**src/rtl/vga_effect_sequencer.sv**
```systemverilog
// Frame-synchronous face/filter controller for vga_face: beat and BPM events
// are gathered during a frame and committed to the outputs only at end-of-frame.
module vga_effect_sequencer #(
  parameter int unsigned BPM_HI          = 120,
  parameter int unsigned BPM_LO          = 110,
  parameter int unsigned BEATS_PER_FACE  = 4,
  parameter int unsigned FLASH_FRAMES    = 3,
  parameter int unsigned COOLDOWN_FRAMES = 8,
  parameter int unsigned NUM_FACES       = 3
) (
  input  logic        clk,
  input  logic        reset_n,
  input  logic [15:0] final_bpm_estimate,
  input  logic        bpm_valid,
  input  logic        beat_pulse,
  input  logic        switch,
  input  logic        mon_valid,
  input  logic        mon_ready,
  input  logic        mon_eop,
  output logic [1:0]  face_select,
  output logic [3:0]  filter_select,
  output logic        active
);

  typedef enum logic [1:0] {ST_CALM, ST_ACTIVE, ST_COOLDOWN} state_t;

  localparam logic [3:0]  FILTER_NONE    = 4'b0000;
  localparam logic [3:0]  FILTER_INVERT  = 4'b0001;
  localparam logic [3:0]  FILTER_LIGHTEN = 4'b0010;
  localparam logic [3:0]  FILTER_DARKEN  = 4'b0100;
  localparam logic [15:0] BPM_HI_V       = 16'(BPM_HI);
  localparam logic [15:0] BPM_LO_V       = 16'(BPM_LO);
  localparam logic [15:0] BEAT_LAST      = 16'(BEATS_PER_FACE - 1);
  localparam logic [7:0]  FLASH_LOAD     = 8'(FLASH_FRAMES);
  localparam logic [7:0]  COOL_LAST      = 8'(COOLDOWN_FRAMES - 1);
  localparam logic [1:0]  FACE_LAST      = 2'(NUM_FACES - 1);

  state_t      state, state_next;
  logic [15:0] bpm_reg;
  logic [15:0] beat_cnt, beat_cnt_next;
  logic [7:0]  cool_cnt, cool_cnt_next;
  logic [7:0]  flash_cnt, flash_cnt_next;
  logic        flash_pend, flash_pend_next;
  logic        face_pend, face_pend_next;
  logic [1:0]  face_next;
  logic [3:0]  filter_next;
  logic        active_next;
  logic        frame_end;
  logic        beat;
  logic        beat_wrap;

  assign frame_end = mon_valid & mon_ready & mon_eop;
  assign beat      = beat_pulse & (state == ST_ACTIVE);
  assign beat_wrap = beat & (beat_cnt == BEAT_LAST);

  always_ff @(posedge clk or negedge reset_n) begin
    if (!reset_n) state <= ST_CALM;
    else          state <= state_next;
  end

  // Hysteresis: the state only moves at frame boundaries, judged on the latched BPM.
  always_comb begin
    // NOTE: every variable gets a default first, so no path can infer a latch.
    state_next    = state;
    cool_cnt_next = cool_cnt;
    if (frame_end) begin
      unique case (state)
        ST_CALM: begin
          if (bpm_reg > BPM_HI_V) state_next = ST_ACTIVE;
        end
        ST_ACTIVE: begin
          if (bpm_reg < BPM_LO_V) begin
            state_next    = ST_COOLDOWN;
            cool_cnt_next = 8'd0;
          end
        end
        ST_COOLDOWN: begin
          if (bpm_reg > BPM_HI_V) begin
            state_next = ST_ACTIVE;
          end else if (bpm_reg >= BPM_LO_V) begin
            cool_cnt_next = 8'd0;
          end else if (cool_cnt == COOL_LAST) begin
            state_next    = ST_CALM;
            cool_cnt_next = 8'd0;
          end else begin
            cool_cnt_next = cool_cnt + 8'd1;
          end
        end
        default: state_next = ST_CALM;
      endcase
    end
  end

  always_comb begin
    beat_cnt_next   = beat_cnt;
    flash_cnt_next  = flash_cnt;
    flash_pend_next = flash_pend;
    face_pend_next  = face_pend;
    face_next       = face_select;
    filter_next     = filter_select;
    active_next     = active;

    if (beat) beat_cnt_next = beat_wrap ? 16'd0 : beat_cnt + 16'd1;

    if (frame_end) begin
      // Commit uses the flags as they stood before this cycle's beat.
      if (face_pend) face_next = (face_select == FACE_LAST) ? 2'd0 : face_select + 2'd1;
      if (flash_pend)            flash_cnt_next = FLASH_LOAD;
      else if (flash_cnt != 8'd0) flash_cnt_next = flash_cnt - 8'd1;
      flash_pend_next = 1'b0;
      face_pend_next  = 1'b0;

      if (state_next == ST_CALM) begin
        beat_cnt_next  = 16'd0;
        flash_cnt_next = 8'd0;
        filter_next    = FILTER_NONE;
        active_next    = 1'b0;
      end else begin
        active_next = 1'b1;
        if (flash_cnt_next != 8'd0) filter_next = switch ? FILTER_INVERT : FILTER_LIGHTEN;
        else                        filter_next = FILTER_DARKEN;
      end
    end

    // A beat arriving with frame_end re-arms its flag for the following frame.
    if (beat)      flash_pend_next = 1'b1;
    if (beat_wrap) face_pend_next  = 1'b1;
  end

  always_ff @(posedge clk or negedge reset_n) begin
    if (!reset_n) begin
      bpm_reg       <= 16'd0;
      beat_cnt      <= 16'd0;
      cool_cnt      <= 8'd0;
      flash_cnt     <= 8'd0;
      flash_pend    <= 1'b0;
      face_pend     <= 1'b0;
      face_select   <= 2'd0;
      filter_select <= FILTER_NONE;
      active        <= 1'b0;
    end else begin
      // NOTE: non-blocking assignments so every register samples pre-edge values.
      if (bpm_valid) bpm_reg <= final_bpm_estimate;
      beat_cnt      <= beat_cnt_next;
      cool_cnt      <= cool_cnt_next;
      flash_cnt     <= flash_cnt_next;
      flash_pend    <= flash_pend_next;
      face_pend     <= face_pend_next;
      face_select   <= face_next;
      filter_select <= filter_next;
      active        <= active_next;
    end
  end

endmodule

```
**config.mk**
```make
export PLATFORM = sky130hd
export DESIGN_NAME = vga_effect_sequencer
export DESIGN_NICKNAME = d
export VERILOG_FILES = /design/src/rtl/vga_effect_sequencer.sv
export SDC_FILE = /design/constraint.sdc
export NUM_CORES = 1
export LEC_CHECK = 0
export CAP_MARGIN = 20
export CELL_PAD_IN_SITES_DETAIL_PLACEMENT = 2
export CELL_PAD_IN_SITES_GLOBAL_PLACEMENT = 2
export CORE_MARGIN = 2
export CORE_UTILIZATION = 36
export DETAILED_ROUTE_END_ITERATION = 6
export GPL_ROUTABILITY_DRIVEN = 0
export PLACE_DENSITY = 0.86
export SYNTH_ARGS = -nofsm -noshare
export SYNTH_HDL_FRONTEND = slang
export SYNTH_SLANG_ARGS = --single-unit
```
**constraint.sdc**
```tcl
create_clock -name clk -period 2.5 [get_ports clk]
set_input_delay 0.375 -clock clk [delete_from_list [all_inputs] [get_ports clk]]
set_output_delay 0.375 -clock clk [all_outputs]
set_load 0.02 [all_outputs]
```
==> impl_metrics.py <==
metrics = {
    "pwr": {
        "p_int_mw": 2.11,
        "vdd_ir_drop_max_mv": 0.351,
        "power_leakage_nw": 1.62,
        "p_switching_mw": 1.05,
        "power-per-cell-area_nw_per_um2": 859,
        "pwr-share-comb_pct": 27.4,
        "pwr-share-clk_pct": 33.2,
        "p_seq_share_pct": 39.4,
        "total_power_mw": 3.16,
        "swShare_pct": 33.1,
    },
    "finish": {
        "final_nets": 366,
        "layout_common_cells": "dfrtp_1 (58), nand2_1 (28), clkdlybuf4s50_1 (28)",
        "fin_area_um2": 3680,
        "area_delta_synth_final_pct": 25.5,
        "diodes": 0,
        "drive_above_1_share_pct": 15.9,
        "layout_commonest_cell": "dfrtp_1",
    },
    "logic_synthesis": {
        "async_reset_ff_share_pct": 100,
        "synth_fp_nets": 323,
        "synthTopCellsByArea": "dfrtp_1 (50%), mux2_2 (6.1%), nand2_1 (3.6%), ha_1 (3.4%), o21ai_0 (3.4%)",
        "synth-edff-count": 0,
        "syn_inst": 291,
        "netlist-cell-type-count": 49,
        "synth_warnings": 0,
        "yosysSeqAreaShare_pct": 49.5,
        "synth-seq-cells": 58,
        "synth_top_area_share_pct": 49.5,
        "ys.flop_type": "dfrtp_1",
        "synth_area_leader_cell": "dfrtp_1",
        "syn_avg_cell_area_um2": 10.1,
        "synthesis.area_um2": 2930,
    },
    "sta": {
        "max-slew-margin-rel_pct": 50.3,
        "final-setup-viol-count": 0,
        "fin_crit_sh_pct": 97.2,
        "rsz0062_at_grt": "yes",
        "max_freq_ghz": 0.412,
        "hold_viol_final": 0,
        "period_minus_slack_ns": 2.43,
        "slew_violations": 0,
        "clock_skew_ns": 0.00723,
        "worst_pin_slew_ns": 0.744,
    },
    "routing": {
        "drt-total-wl_um": 9080,
        "dr.pass1.iters": 4,
        "via_per_inst": 5.56,
        "vias": 2454,
        "wl_per_cell_um": 20.6,
        "dr.first_iter.drc_count": 92,
        "drc_errors": 0,
        "antenna_left": 0,
    },
    "critical_path": {
        "worstRegToRegCells": 10,
        "cp.arrival_ns": 2.64,
        "crit_type": "flop to flop",
        "worst-path-max-fanout": 18,
        "reg2reg_to": "flash_cnt[0]",
        "start_kind": "flop",
        "r2r_start": "state[1]",
        "r2r_slack_ns": 0.07,
        "critPathCaptureType": "flop",
        "required_ns": 2.71,
    },
    "clock_tree": {
        "htree_levels": 3,
        "ctsHoldBuffers": 0,
        "clockBufferDepth": 2,
        "cts_num_sinks": 58,
        "cts_inserted_buffers": 9,
        "root_buffer": "clkbuf_8",
        "cts_tree": "done",
        "cts.clk_slew.worst_paths_ns": 0.07,
        "clock_latency_ns": 0.34,
    },
    "placed_design": {
        "placed_area_um2": 3400,
        "dpl.hpwl_um": 5990,
        "io_buffers": 29,
    },
    "die": {
        "die_y_um": 94.2,
        "core_um2": 7810,
        "rows": 32,
        "io_pins": 31,
        "initial_core_util_pct": 37.5,
        "fp.dieW_um": 94.2,
        "dieArea_um2": 8880,
    },
    "outcome": {
        "status": "complete, no violations",
    },
    "grt": {
        "grt_pass1_vias": 2801,
        "grtUsageMet2_pct": 38.3,
        "overflow": 0,
        "use_met1_pct": 26.3,
        "antenna_found_initial": 0,
        "grt_pass1_wl_um": 14600,
        "busiest_layer": "met2",
        "grtUsageMet3_pct": 4.74,
        "grtUsageTotal_pct": 21.8,
        "grt_start_max_net_pins": 34,
    },
    "flow_run": {
        "drv_cap": 0,
    },
    "worst_hold_path": {
        "hold_class": "input pin to asynchronous set/reset pin",
    },
}
## per-stage QoR
stage	utilization (%)	setup slack, ns	setup TNS, ns	hold WS [ns]	cells
5_1_grt	47.1	-0.125	-1.96	0.0882	441
3_5_place_dp	43.5	0.0798	0	0.443	424
3_3_place_gp	43.5	0.239	0	0.422	424
2_1_floorplan	-	0.210	0	0.0794	291
4_1_cts	46.7	0.0235	0	0.0644	440
6_report	47.1	0.0702	0	0.0548	441
## routing by layer
layer / routed length, µm / vias to the layer above
met5: 0 / -
met4: 155 / 0
met3: 229 / 12
met2: 4810 / 38
met1: 3880 / 1276
li1: - / 1128
## cells in the mapped netlist, types with 2 or more instances
cell	instances
a21o_1	5
a21oi_1	9
a311oi_1	2
a31oi_1	2
and2_1	3
and3_1	8
clkbuf_1	6
dfrtp_1	58
ha_1	8
inv_1	8
mux2_2	16
nand2_1	28
nand2b_1	4
nand3_1	12
nand4_1	6
nor2_1	26
nor2b_1	4
nor3_1	12
nor4_1	4
o21ai_0	20
o31ai_1	6
or3_1	2
or4_1	4
xnor2_1	4
xor2_1	10
## power by group through the flow
stage	combinational [mW]	sequential (mW)	clock (mW)
6_report	0.867	1.25	1.05
4_1_cts	0.848	1.24	1.07
3_3_place_gp	0.748	1.23	0
5_1_grt	0.962	1.27	1.11
3_5_place_dp	0.819	1.25	0
2_1_floorplan	0.442	1.25	0
## layout make-up
class / count / area [µm²]
fill: 829 / 4130
clock inverter: 6 / 105
multi-input combinational: 216 / 1440
inverter: 8 / 30.0
tap: 102 / 128
clock buffer: 10 / 128
sequential: 58 / 1450
timing repair buffer: 41 / 400
## critical path, stage by stage (launching register included)
cell	delay, ns
dfrtp_1	0.38
inv_1	0.12
ha_2	0.23
or4_1	0.42
o22a_1	0.22
a21oi_1	0.14
o211ai_1	0.16
o21ai_2	0.21
and2_1	0.21
buf_12	0.16
a311oi_1	0.05
## cells by family (layout without fill, tap and decap cells)
kind of cell	after synthesis	after routing	synth area share [%]
other cells	1	1	0.128
xor+xnor	14	14	4.18
flops	58	58	49.5
fa+ha+maj	8	8	3.41
simple gates	121	121	21.2
compound gates	56	56	12.5
mux	16	16	6.15
buf+inv	17	65	2.94
## how the worst max path moves through the flow
stage          startpoint            to  slack, ns  cells after the start
4_1_cts        bpm_reg[7]  flash_cnt[0]       0.02                      8
6_report         state[1]  flash_cnt[0]       0.07                     10
2_1_floorplan    state[0]   beat_cnt[7]       0.21                     11
3_3_place_gp     state[1]  flash_cnt[0]       0.24                     10
3_5_place_dp     state[1]   beat_cnt[5]       0.08                     10
5_1_grt          state[1]  flash_cnt[6]      -0.13                     10
## timing repair
| item | CTS | global route |
|---|---|---|
| pin swaps | 0 | 3 |
| resized for setup | 2 | 7 |
| endpoints found under the hold margin | 0 | 0 |
| setup endpoints to repair | 22 | 27 |
| setup buffers | 0 | 1 |
(Power assumes the default switching activity.)
